File: config.mk
export PLATFORM = sky130hd
export DESIGN_NAME = bank_arbiter
export DESIGN_NICKNAME = d
export VERILOG_FILES = /design/src/rtl/bank_arb_pkg.sv /design/src/rtl/bank_arbiter.sv
export SDC_FILE = /design/constraint.sdc
export NUM_CORES = 1
export LEC_CHECK = 0
export CAP_MARGIN = 25
export CORE_ASPECT_RATIO = 1.2
export CORE_MARGIN = 2
export CORE_UTILIZATION = 42
export CTS_BUF_LIST = sky130_fd_sc_hd__clkbuf_8
export DETAILED_ROUTE_END_ITERATION = 12
export GPL_TIMING_DRIVEN = 0
export PLACE_DENSITY = 0.82
export SETUP_SLACK_MARGIN = 0.3
export SYNTH_ARGS = -nofsm -noshare
export SYNTH_HDL_FRONTEND = slang
export SYNTH_SLANG_ARGS = --single-unit
File: constraint.sdc
create_clock -name CLK -period 2.6 [get_ports CLK]
set_input_delay 0.52 -clock CLK [delete_from_list [all_inputs] [get_ports CLK]]
set_output_delay 0.52 -clock CLK [all_outputs]
set_load 0.02 [all_outputs]
File: src/rtl/bank_arb_pkg.sv
// bank_arb_pkg: shared types and constants for the HIRAM bank arbiter.
//   gnt_e      - grant recorded in the previous cycle; selects which read port
//                captures MEM_DOUT in the current cycle.
//   RUN_CNT_W  - width of the consecutive-GFX-grant counter.
//   STAT_W     - width of the optional stall statistics counter.
package bank_arb_pkg;

  typedef enum logic [1:0] {
    GNT_NONE   = 2'd0,
    GNT_CPU_RD = 2'd1,
    GNT_GFX    = 2'd2
  } gnt_e;

  localparam int RUN_CNT_W = 4;
  localparam int STAT_W    = 16;

endpackage

File: src/rtl/bank_arbiter.sv
// bank_arbiter: shares one single-port, synchronous-read RAM bank between the
// CPU port and the GFX scanout read port. One instance per HIRAM bank.
//
// GFX has fixed priority. A run counter limits GFX to MAX_GFX_RUN consecutive
// grants while the CPU is waiting, then forces one CPU slot. The grant is
// combinational, so an uncontested request is served in the cycle it appears
// and the port sees BUSY=0. Read data returns one cycle after the grant on
// both ports (VALID pulses in that cycle, DOUT shows the new word from that
// cycle on and holds it afterwards).
//
// Ports:
//   CLK, RSTb                 clock, synchronous active-low reset
//   CPU_ADDR/DIN/RD/WR        CPU request (held until granted); RD+WR = write
//   CPU_BUSY/DOUT/VALID       CPU stall (to memBUSY), read data, read strobe
//   GFX_ADDR/RD               GFX read request (held until granted)
//   GFX_BUSY/DOUT/VALID       GFX stall, read data, read strobe
//   MEM_ADDR/DIN/WR, MEM_DOUT RAM interface; MEM_DOUT valid 1 cycle after addr
//
// Optional build macro BANK_ARBITER_STATS_EN adds STAT_CLR (in) and
// STAT_STALLS[15:0] (out): a saturating count of CPU_BUSY cycles, cleared by
// STAT_CLR (clear wins over increment).
module bank_arbiter
  import bank_arb_pkg::*;
#(
  parameter int BITS         = 16,
  parameter int ADDRESS_BITS = 14,
  parameter int MAX_GFX_RUN  = 4
) (
  input  logic                    CLK,
  input  logic                    RSTb,
`ifdef BANK_ARBITER_STATS_EN
  input  logic                    STAT_CLR,
  output logic [STAT_W-1:0]       STAT_STALLS,
`endif
  input  logic [ADDRESS_BITS-1:0] CPU_ADDR,
  input  logic [BITS-1:0]         CPU_DIN,
  input  logic                    CPU_RD,
  input  logic                    CPU_WR,
  output logic                    CPU_BUSY,
  output logic [BITS-1:0]         CPU_DOUT,
  output logic                    CPU_VALID,
  input  logic [ADDRESS_BITS-1:0] GFX_ADDR,
  input  logic                    GFX_RD,
  output logic                    GFX_BUSY,
  output logic [BITS-1:0]         GFX_DOUT,
  output logic                    GFX_VALID,
  output logic [ADDRESS_BITS-1:0] MEM_ADDR,
  output logic [BITS-1:0]         MEM_DIN,
  output logic                    MEM_WR,
  input  logic [BITS-1:0]         MEM_DOUT
);

  localparam logic [RUN_CNT_W-1:0] RUN_LIMIT = RUN_CNT_W'(MAX_GFX_RUN);
  localparam logic [RUN_CNT_W-1:0] RUN_MAX   = '1;

  logic                    cpu_req;
  logic                    gfx_gnt;
  logic                    cpu_gnt;

  gnt_e                    last_gnt_d, last_gnt_q;
  logic [RUN_CNT_W-1:0]    run_cnt_d, run_cnt_q;
  logic [ADDRESS_BITS-1:0] mem_addr_d, mem_addr_q;
  logic [BITS-1:0]         cpu_dout_d, cpu_dout_q;
  logic [BITS-1:0]         gfx_dout_d, gfx_dout_q;

  always_comb begin
    cpu_req = CPU_RD | CPU_WR;
    // GFX wins unless the CPU has already waited through a full GFX run.
    gfx_gnt = GFX_RD && !(cpu_req && (run_cnt_q == RUN_LIMIT));
    cpu_gnt = cpu_req && !gfx_gnt;

    CPU_BUSY = cpu_req && !cpu_gnt;
    GFX_BUSY = GFX_RD && !gfx_gnt;

    // RAM side. Without a grant the address bus parks on its last value.
    mem_addr_d = mem_addr_q;
    if (gfx_gnt)      mem_addr_d = GFX_ADDR;
    else if (cpu_gnt) mem_addr_d = CPU_ADDR;
    MEM_ADDR = mem_addr_d;
    MEM_DIN  = cpu_gnt ? CPU_DIN : '0;
    MEM_WR   = cpu_gnt && CPU_WR;

    // A combined RD+WR is treated as a write, so it never produces read data.
    last_gnt_d = GNT_NONE;
    if (gfx_gnt)                 last_gnt_d = GNT_GFX;
    else if (cpu_gnt && !CPU_WR) last_gnt_d = GNT_CPU_RD;

    // Run length only counts GFX grants that actually delayed the CPU.
    run_cnt_d = run_cnt_q;
    if (cpu_gnt || !cpu_req)             run_cnt_d = '0;
    else if (gfx_gnt && run_cnt_q != RUN_MAX) run_cnt_d = run_cnt_q + 1'b1;

    // Strobes are masked in reset so a read in flight when reset hits is dropped.
    CPU_VALID = RSTb && (last_gnt_q == GNT_CPU_RD);
    GFX_VALID = RSTb && (last_gnt_q == GNT_GFX);

    // DOUT follows the RAM during the strobe cycle, then holds the captured word.
    cpu_dout_d = CPU_VALID ? MEM_DOUT : cpu_dout_q;
    gfx_dout_d = GFX_VALID ? MEM_DOUT : gfx_dout_q;
    CPU_DOUT   = cpu_dout_d;
    GFX_DOUT   = gfx_dout_d;
  end

  always_ff @(posedge CLK) begin
    if (!RSTb) begin
      last_gnt_q <= GNT_NONE;
      run_cnt_q  <= '0;
      mem_addr_q <= '0;
      cpu_dout_q <= '0;
      gfx_dout_q <= '0;
    end else begin
      last_gnt_q <= last_gnt_d;
      run_cnt_q  <= run_cnt_d;
      mem_addr_q <= mem_addr_d;
      cpu_dout_q <= cpu_dout_d;
      gfx_dout_q <= gfx_dout_d;
    end
  end

`ifdef BANK_ARBITER_STATS_EN
  logic [STAT_W-1:0] stall_cnt_d, stall_cnt_q;

  always_comb begin
    stall_cnt_d = stall_cnt_q;
    if (STAT_CLR)                             stall_cnt_d = '0;
    else if (CPU_BUSY && stall_cnt_q != '1)   stall_cnt_d = stall_cnt_q + 1'b1;
    STAT_STALLS = stall_cnt_q;
  end

  always_ff @(posedge CLK) begin
    if (!RSTb) stall_cnt_q <= '0;
    else       stall_cnt_q <= stall_cnt_d;
  end
`endif

endmodule

## Yosys cells after proc, flatten, opt, wreduce, memory -nomap -nowiden

Index checks and enable logic that the tools add are counted.

- Output and inout port bits: 67
- Bits of input ports: 65
- Bits in registers: 52

- Multiplexer cells: 7
- Reduce and logical (&&, ||, !) cells: 18
- Add/subtract/negate cells: 1
- Bitwise logic cells: 2
- Equality and inequality tests: 4

Operators with widths:

| cell | count |
|---|---|
| 16-bit 2-to-1 mux | 3 |
| 14-bit 2-to-1 mux | 2 |
| 1-bit logical AND | 10 |
| 1-bit logical NOT | 5 |
| 4-bit by 1-bit adder with 4-bit output (second input constant) | 1 |
| 4-bit by 3-bit == test with 1-bit output (second input constant) | 1 |
| 4-bit != test (second input constant) | 1 |
| 2-bit OR reduction | 2 |
| 2-bit by 1-bit == test with 1-bit output (second input constant) | 1 |
| 2-bit == test (second input constant) | 1 |
| 2-bit 2-to-1 mux | 1 |
| 1-bit logical OR | 1 |
| 1-bit 2-to-1 mux | 1 |
| 1-bit NOT | 1 |
| 1-bit OR | 1 |

## Depth between registers and ports, before layout

Gate-level depths: netlist of run 1.

- Depth in word-level cells: 9
- Gate-level depth with buffers: 7
- Mapped depth without buffers: 5

## Worst setup path after synthesis of run 1

No wires, ideal clock.

- Kind: input port to output port
- From: in CPU_RD
- To: out MEM_ADDR[10]
- Cell stages on the path: 4
- Setup slack: 0.494 ns
- Buffers on the path: 1
- Arrival time: 1.586 ns
- Path through: nor2_1 > clkbuf_1 > mux2_2 > o211a_1

- Word-level cells in the longest chain between the ends: 8

Ends and longest elaborated chain:

| item | line | RTL |
|---|---|---|
| from (decl) | bank_arbiter.sv:37 | `input logic CPU_RD,` |
| 1-bit OR (*) | bank_arbiter.sv:67 | `cpu_req = CPU_RD \| CPU_WR;` |
| 1-bit logical AND | bank_arbiter.sv:69 | `gfx_gnt = GFX_RD && !(cpu_req && (run_cnt_q == RUN_LIMIT));` |
| 1-bit logical NOT | bank_arbiter.sv:69 |  |
| 1-bit logical AND | bank_arbiter.sv:69 |  |
| 1-bit logical NOT | bank_arbiter.sv:70 | `cpu_gnt = cpu_req && !gfx_gnt;` |
| 1-bit logical AND | bank_arbiter.sv:70 |  |
| 14-bit 2-to-1 mux | bank_arbiter.sv:78 | `else if (cpu_gnt) mem_addr_d = CPU_ADDR;` |
| 14-bit 2-to-1 mux (*) | bank_arbiter.sv:77 | `if (gfx_gnt) mem_addr_d = GFX_ADDR;` |
| to (decl) | bank_arbiter.sv:47 | `output logic [ADDRESS_BITS-1:0] MEM_ADDR,` |

Mark *: on every way between the ends. The rest lies on a longest branch, timed or not.

## Worst setup path after layout of run 1

- From: reg run_cnt_q[0]
- To: out MEM_ADDR[6]

- Word-level cells in the longest chain between the ends: 8

Ends and longest elaborated chain:

| item | line | RTL |
|---|---|---|
| from (decl) | bank_arbiter.sv:61 | `logic [RUN_CNT_W-1:0] run_cnt_d, run_cnt_q;` |
| from (signal assigned) | bank_arbiter.sv:113 | `run_cnt_q <= run_cnt_d;` |
| 4-bit by 3-bit == test with 1-bit output (*) | bank_arbiter.sv:69 |  |
| 1-bit logical AND (*) | bank_arbiter.sv:69 |  |
| 1-bit logical NOT (*) | bank_arbiter.sv:69 |  |
| 1-bit logical AND (*) | bank_arbiter.sv:69 |  |
| 1-bit logical NOT | bank_arbiter.sv:70 |  |
| 1-bit logical AND | bank_arbiter.sv:70 |  |
| 14-bit 2-to-1 mux | bank_arbiter.sv:78 |  |
| 14-bit 2-to-1 mux (*) | bank_arbiter.sv:77 |  |

Marks and branches as above.

==> results by group, run 1 <==
Critical path
  – CP required: 2.08 ns
  – R2R Path End: mem_addr_q[6]
  – CP Class: flip-flop to primary output
  – Critical Path AT: 1.88 ns
  – Worst setup EP type: primary output
  – Crit path from: run_cnt_q[0]
  – Reg-to-reg slack, setup: 0.95 ns
  – Worst r2r src: run_cnt_q[0]
  – Reg2reg path depth: 8
  – Worst Path Max Fanout: 8
  – Startpoint Class: flip-flop

Route
  – Drt via density: 5.22
  – DRC: 0
  – Via count: 2601
  – Initial drt markers: 67
  – Routed wire length: 8.39 mm
  – Routed Antenna Nets: 0
  – WL/cell: 16.8 µm
  – Drt first pass iters: 4

Power
  – Leakage Power: 2.12 nW
  – Max VDD drop: 0.341 mV
  – Total power: 1.92 mW
  – Total power per unit cell area: 431 nW/µm²

Placed design
  – Pre-CTS setup slack: -0.641 ns
  – Post-DP HPWL: 5.90 mm
  – Placed cell count: 472
  – Port Buffers: 129
  – GPL Wtd Cong: 0.718

Clock tree
  – Clock latency on the worst-skew pair: 0.30 ns
  – Num CTS Buffers: 5
  – Root Driver: clkbuf_8
  – H-tree depth: 2
  – TritonCTS clock tree: yes
  – Hold_buf cts: 0
  – CTS Buffer Depth: 2
  – Sinks on Clock Net: 52
  – Clock Pin Slew Worst Setup and Hold Paths: 0.10 ns

Cells and area
  – Layout cell share with drive strength beyond 1: 33.9%
  – Antenna cell count: 0
  – Nets: 479
  – Syn-to-layout area delta: 62.4%
  – Filler-free cell count of the finished design: 498
  – Fin util: 69.8%

Yosys
  – Synth area leaders: dfxtp_1 38%, mux2_2 19%, and2_1 11%
  – Register bit total from synthesis: 52
  – Largest area contributor in the netlist: dfxtp_1
  – Post-Syn Area per Cell: 10.6 µm²
  – Top cells by count, synth: 52 x dfxtp_1, 48 x and2_1, 46 x mux2_2
  – Yosys top cell area share: 38.1%
  – YS warnings: 0
  – Synth Instances: 258
  – Seq/Total Area, Yosys: 38.1%
  – Most frequent cell after synthesis: dfxtp_1
  – Async set-reset flop share out of synthesis: 0%
  – Syn Std Cell Area: 2740 µm²
  – Number of enable flip-flop cells after synthesis: 0
  – Syn Nets: 325
  – Distinct cells, synth: 30
  – Prevailing post-synth register cell: dfxtp_1

Global routing
  – First-pass GRT wire length: 13.2 mm
  – Vias in the first global route: 2720
  – Met2 Usage GRT: 43.0%
  – GRT met1 Usage: 27.4%
  – Grt met3 use: 2.73%
  – Total track usage: 22.8%
  – Initial antenna violation count: 0
  – Global route total overflow: 0
  – Maximum number of pins on one net before global-route repair: 17
  – Busiest grt layer: met2

STA
  – Setup TNS: 0 ns
  – Fin crit period: 2.40 ns
  – Slew @ Worst Pin: 0.529 ns
  – Fin crit share: 92.5%
  – Max-slew violations: 0
  – Slew margin rel.: 64.7%
  – Worst Skew: 0.00638 ns
  – Final worst-path setup slack: 0.196 ns
  – Finish-stage setup viols: 0
  – Final Hold Vio Count: 0
  – Fmax: 416 MHz
  – RSZ-0062 raised after global routing: yes

Hold path
  – Worst hold endpoint: run_cnt_q[3]
  – WHS Path Cells: 1
  – Hold Crit Class: flip-flop to flip-flop
  – Hold Startpoint: run_cnt_q[3]

Floorplan
  – Die Ht: 92.4 µm
  – Top Ports: 132
  – Initial Util: 43.0%
  – Row count: 32
  – Placeable Area: 6370 µm²
  – Die Footprint: 7180 µm²
  – Die X: 77.7 µm

Job
  – Max_cap viols: 0

Run status
  – Status: complete, no violations
==> sequential cells by signal, summed over array words and instances, names as in the netlist <==
| register | cells |
|---|---|
| cpu_dout_q | 16 |
| gfx_dout_q | 16 |
| mem_addr_q | 14 |
| run_cnt_q | 4 |
| last_gnt_q | 2 |
==> power by group <==
part / switching [mW] / internal, mW / leakage [nW]
combinational: 0.224 / 0.265 / 1.63
clock: 0.275 / 0.315 / 0.0614
sequential: 0.00933 / 0.827 / 0.427
==> layout by cell type, fill, tap and decap left out, types with 4 or more instances in the layout <==
cell type,n
o211a_1,14
and2_1,43
clkdlybuf4s50_1,62
clkbuf_8,10
o2111a_1,14
buf_8,4
dfxtp_1,48
buf_4,13
clkbuf_2,6
or3_1,12
buf_6,18
mux2_2,46
nor2_1,6
a211o_1,14
and2_4,5
clkbuf_1,8
buf_2,16
dlygate4sd2_1,31
==> final cells by class <==
cell class / count / area, µm²
Fill cell: 513 / 1920
Multi-Input combinational cell: 180 / 1620
Timing Repair Buffer: 146 / 1340
Buffer: 22 / 186
Inverter: 5 / 21.3
Sequential cell: 52 / 1050
Clock inverter: 2 / 38.8
Clock buffer: 6 / 82.6
Tap cell: 85 / 106
==> per-stage QoR <==
stage / hold WS, ns / cell area, µm²
6_report: 0.546 / 4440
5_1_grt: 0.566 / 4440
4_1_cts: 0.540 / 4410
3_5_place_dp: 0.523 / 4130
3_3_place_gp: 0.521 / 4130
2_1_floorplan: 0.497 / 2740
==> worst max-delay path: stages (launching register included) <==
cell and delay, ns:
dfxtp_4 0.37, inv_4 0.04, ha_4 0.16, and3b_1 0.19
buf_6 0.14, buf_8 0.13, a211o_1 0.28, o211a_1 0.14
buf_6 0.14
==> cell families after synthesis <==
kind of cell,after synthesis,share of synthesized area [%]
mux,47,19.3
fa+ha+maj,2,0.915
buf+inv,27,5.26
simple gates,83,19.7
flops,52,38.1
xor+xnor,1,0.320
compound gates,46,16.5
==> metal layers <==
metal / vias to the layer above / routed length, µm
li1: 1250 / -
met1: 1247 / 3540
met2: 100 / 4350
met3: 4 / 436
met4: 0 / 57
met5: - / 0
==> what timing repair did <==
item                       in CTS  in global routing
setup endpoints to repair      65                 39
pin swaps                      10                  6
gates cloned                    5                  0
setup buffers                  11                  2
resized for setup             198                 41
==> worst max-delay path by stage <==
stage / to / slack (ns) / cells after the start
3_5_place_dp: MEM_ADDR[11] / -0.64 / 6
4_1_cts: MEM_ADDR[11] / 0.19 / 8
6_report: MEM_ADDR[6] / 0.20 / 8
5_1_grt: MEM_ADDR[6] / 0.15 / 8
2_1_floorplan: MEM_ADDR[10] / 0.49 / 4
3_3_place_gp: MEM_ADDR[11] / -0.61 / 6
(Power assumes the default switching activity.)
==> run 2: changes to the inputs <==
CORE_UTILIZATION = 41   (was 42)
CTS_BUF_LIST = not set   (was sky130_fd_sc_hd__clkbuf_8)
PLACE_DENSITY = 0.81   (was 0.82)
==> run 2 against run 1 <==
  * Global-route usage decreased by 0.69 points
  * Register-to-register slack improved by 0.02 ns
  * Via count fell by 0.12%
  * Critical path depth unchanged
  * Design area decreased by 0.87%
  * Core utilization shrank 1.5 points
  * Die area grew 2.3%
  * Worst hold slack improved by 0.0094 ns
  * Sequential power hardly changed
==> results by group, run 2 (same netlist as run 1, synthesis figures left out) <==
Run status
  – Status: complete, no violations

Hold path
  – Hold Startpoint: run_cnt_q[3]
  – Worst hold endpoint: run_cnt_q[3]
  – WHS Path Cells: 1 (unchanged)
  – Hold Crit Class: flip-flop to flip-flop

Route
  – Routed Antenna Nets: 0 (unchanged)
  – Via count: 2598 (-0.12%)
  – Drt first pass iters: 4 (unchanged)
  – DRC: 0 (unchanged)
  – WL/cell: 16.5 µm (-1.8%)
  – Initial drt markers: 65 (-3.0%)
  – Drt via density: 5.18 (-0.91%)
  – Routed wire length: 8.30 mm (-1.0%)

Power
  – Clock power share: 26.1% (-4.7 points)
  – Internal power: 1.28 mW (-8.8%)
  – Total power per unit cell area: 405 nW/µm² (-6.0%)
  – Gate power share: 27.2% (+1.7 points)
  – Max VDD drop: 0.292 mV (-14%)
  – Sw frac: 28.1% (+1.5 points)
  – P_sw: 0.501 mW (-1.5%)
  – Leakage Power: 2.10 nW (-1.2%)
  – Seq pwr share: 46.8% (+3.2 points)
  – Total power: 1.78 mW (-6.8%)

Cells and area
  – Most frequent cells in the layout: 62 x clkdlybuf4s50_1, 49 x dfxtp_1, 48 x and2_1, 45 x mux2_2, 33 x dlygate4sd2_1
  – Nets: 483 (+0.84%)
  – Filler-free cell count of the finished design: 502 (+0.80%)
  – Design area: 4400 µm² (-0.87%)
  – Antenna cell count: 0 (unchanged)
  – Filler Cell Count: 549 (+7.0%)
  – Fin util: 68.3% (-1.5 points)
  – Largest registers: cpu_dout_q x16, gfx_dout_q x16, mem_addr_q x14
  – Most common cell after layout, fill and taps aside: clkdlybuf4s50_1
  – Layout cell share with drive strength beyond 1: 31.4% (-2.5 points)
  – Area of the multi-input gates: 1590 µm² (-1.6%)
  – Syn-to-layout area delta: 61.0%
  – FF+latch area: 1040 µm² (-0.36%)

Clock tree
  – Clock latency on the worst-skew pair: 0.30 ns (about the same)
  – H-tree depth: 2 (unchanged)
  – Num CTS Buffers: 5 (unchanged)
  – CTS Buffer Depth: 2 (unchanged)
  – Root Driver: clkbuf_8
  – Clock Pin Slew Worst Setup and Hold Paths: 0.10 ns (about the same)
  – Sinks on Clock Net: 52 (unchanged)
  – TritonCTS clock tree: yes

STA
  – Finish-stage setup viols: 0 (unchanged)
  – Slew @ Worst Pin: 0.571 ns (+0.0420 ns)
  – Fin crit period: 2.40 ns (-0.00263 ns)
  – Fmax: 416 MHz (+0.11%)
  – Setup TNS: 0 ns (unchanged)
  – Final worst-path setup slack: 0.198 ns (+0.00263 ns)
  – Worst Skew: 0.00998 ns (+0.00360 ns)
  – Max-slew violations: 0 (unchanged)
  – Hold_ws: 0.555 ns (+0.00943 ns)
  – Slew margin rel.: 61.9% (-2.8 points)
  – Final Hold Vio Count: 0 (unchanged)
  – Fin crit share: 92.4% (-0.10 points)
  – RSZ-0062 raised after global routing: yes

Critical path
  – Startpoint Class: flip-flop
  – Cell Chain, Critical Path: inv_2 -> ha_4 -> and3b_1 -> buf_6 -> buf_8 -> a211o_1 -> o211a_1 -> buf_4
  – Slowest stage cell, crit path: dfxtp_2
  – Reg-to-reg slack, setup: 0.97 ns (+0.02 ns)
  – Reg2reg path depth: 8 (unchanged)
  – Worst Path Max Fanout: 7 (-1)
  – Worst r2r src: run_cnt_q[1]
  – CP required: 2.08 ns (about the same)
  – Worst setup EP type: primary output
  – CP Class: flip-flop to primary output
  – Max incr delay on CP: 0.35 ns (-0.02 ns)
  – R2R Path End: mem_addr_q[13]
  – Critical Path AT: 1.88 ns (about the same)

Global routing
  – Initial antenna violation count: 0 (unchanged)
  – Total track usage: 22.1% (-0.69 points)
  – Maximum number of pins on one net before global-route repair: 17 (unchanged)
  – First-pass GRT wire length: 13.0 mm (-1.6%)
  – Vias in the first global route: 2726 (+0.22%)
  – Global route total overflow: 0 (unchanged)

Floorplan
  – Placeable Area: 6450 µm² (+1.3%)
  – Row count: 32 (unchanged)
  – Top Ports: 132 (unchanged)
  – Die Ht: 93.5 µm (+1.2%)
  – Die Footprint: 7340 µm² (+2.3%)
  – Die X: 78.6 µm (+1.2%)
  – Initial Util: 42.4% (-0.53 points)

Placed design
  – Pre-CTS setup slack: -0.694 ns (-0.0526 ns)
  – Post-DP HPWL: 5.80 mm (-1.8%)
  – Placed cell count: 472 (unchanged)
  – Post-DP Area: 4130 µm² (unchanged)
  – Port Buffers: 129 (unchanged)
  – GPL Wtd Cong: 0.724 (+0.84%)

Job
  – Max_cap viols: 0 (unchanged)
run 2: area by class of cell:
| type | instances | area share, % |
|---|---|---|
| multi-input cells | 180 | 36.1 |
| repair buffers | 150 | 31.2 |
| clock buffers | 6 | 1.65 |
| plain buffers | 22 | 4.12 |
| well taps | 85 | 2.41 |
| clock inverters | 2 | 0.369 |
| inverters | 5 | 0.426 |
| flip-flops and latches | 52 | 23.7 |
run 2: worst max-delay path, delay by kind of cell, from the launching register on:
| kind | cells | cell delay, ns |
|---|---|---|
| AND/OR/NAND/NOR | 1 | 0.18 |
| adder cells (fa/ha/maj) | 1 | 0.16 |
| buffers and inverters | 4 | 0.48 |
| flip-flops | 1 | 0.35 |
| AO/OA/AOI/OAI | 2 | 0.40 |
run 2: worst max path at each step:
| stage | startpoint | endpoint | slack, ns | depth (start not counted) |
|---|---|---|---|---|
| final | run_cnt_q[1] | MEM_ADDR[12] | 0.20 | 8 |
| after global routing | run_cnt_q[1] | MEM_ADDR[11] | 0.15 | 8 |
| after CTS | run_cnt_q[1] | MEM_ADDR[12] | 0.17 | 8 |
| after detailed placement | CPU_WR | MEM_ADDR[12] | -0.69 | 6 |
| after global placement | CPU_WR | MEM_ADDR[12] | -0.67 | 6 |
| after floorplan | CPU_RD | MEM_ADDR[10] | 0.49 | 4 |
run 2: power by group through the flow:
| stage | clock network, mW | logic [mW] | registers (mW) |
|---|---|---|---|
| after CTS | 0.475 | 0.479 | 0.835 |
| after detailed placement | 0 | 0.474 | 0.854 |
| after floorplan | 0 | 0.234 | 0.851 |
| after global routing | 0.507 | 0.517 | 0.838 |
| after global placement | 0 | 0.468 | 0.852 |
| final | 0.465 | 0.484 | 0.835 |
run 2: layer usage:
| layer | global-route usage, % | up-vias | part of all wire, % |
|---|---|---|---|
| met5 | 0 | - | 0 |
| met4 | 4.24 | 0 | 0.87 |
| met3 | 3.09 | 8 | 4.7 |
| met2 | 40.7 | 87 | 53 |
| met1 | 27.3 | 1241 | 42 |
| li1 | - | 1262 | - |
run 2: repair_timing:
| item | in CTS | in global routing |
|---|---|---|
| buffers inserted | 11 | 6 |
| resized for setup | 196 | 24 |
| pin swaps | 10 | 5 |
| endpoints found under the setup margin | 65 | 43 |
| hold buffers | 0 | 0 |
| cloned | 5 | 0 |
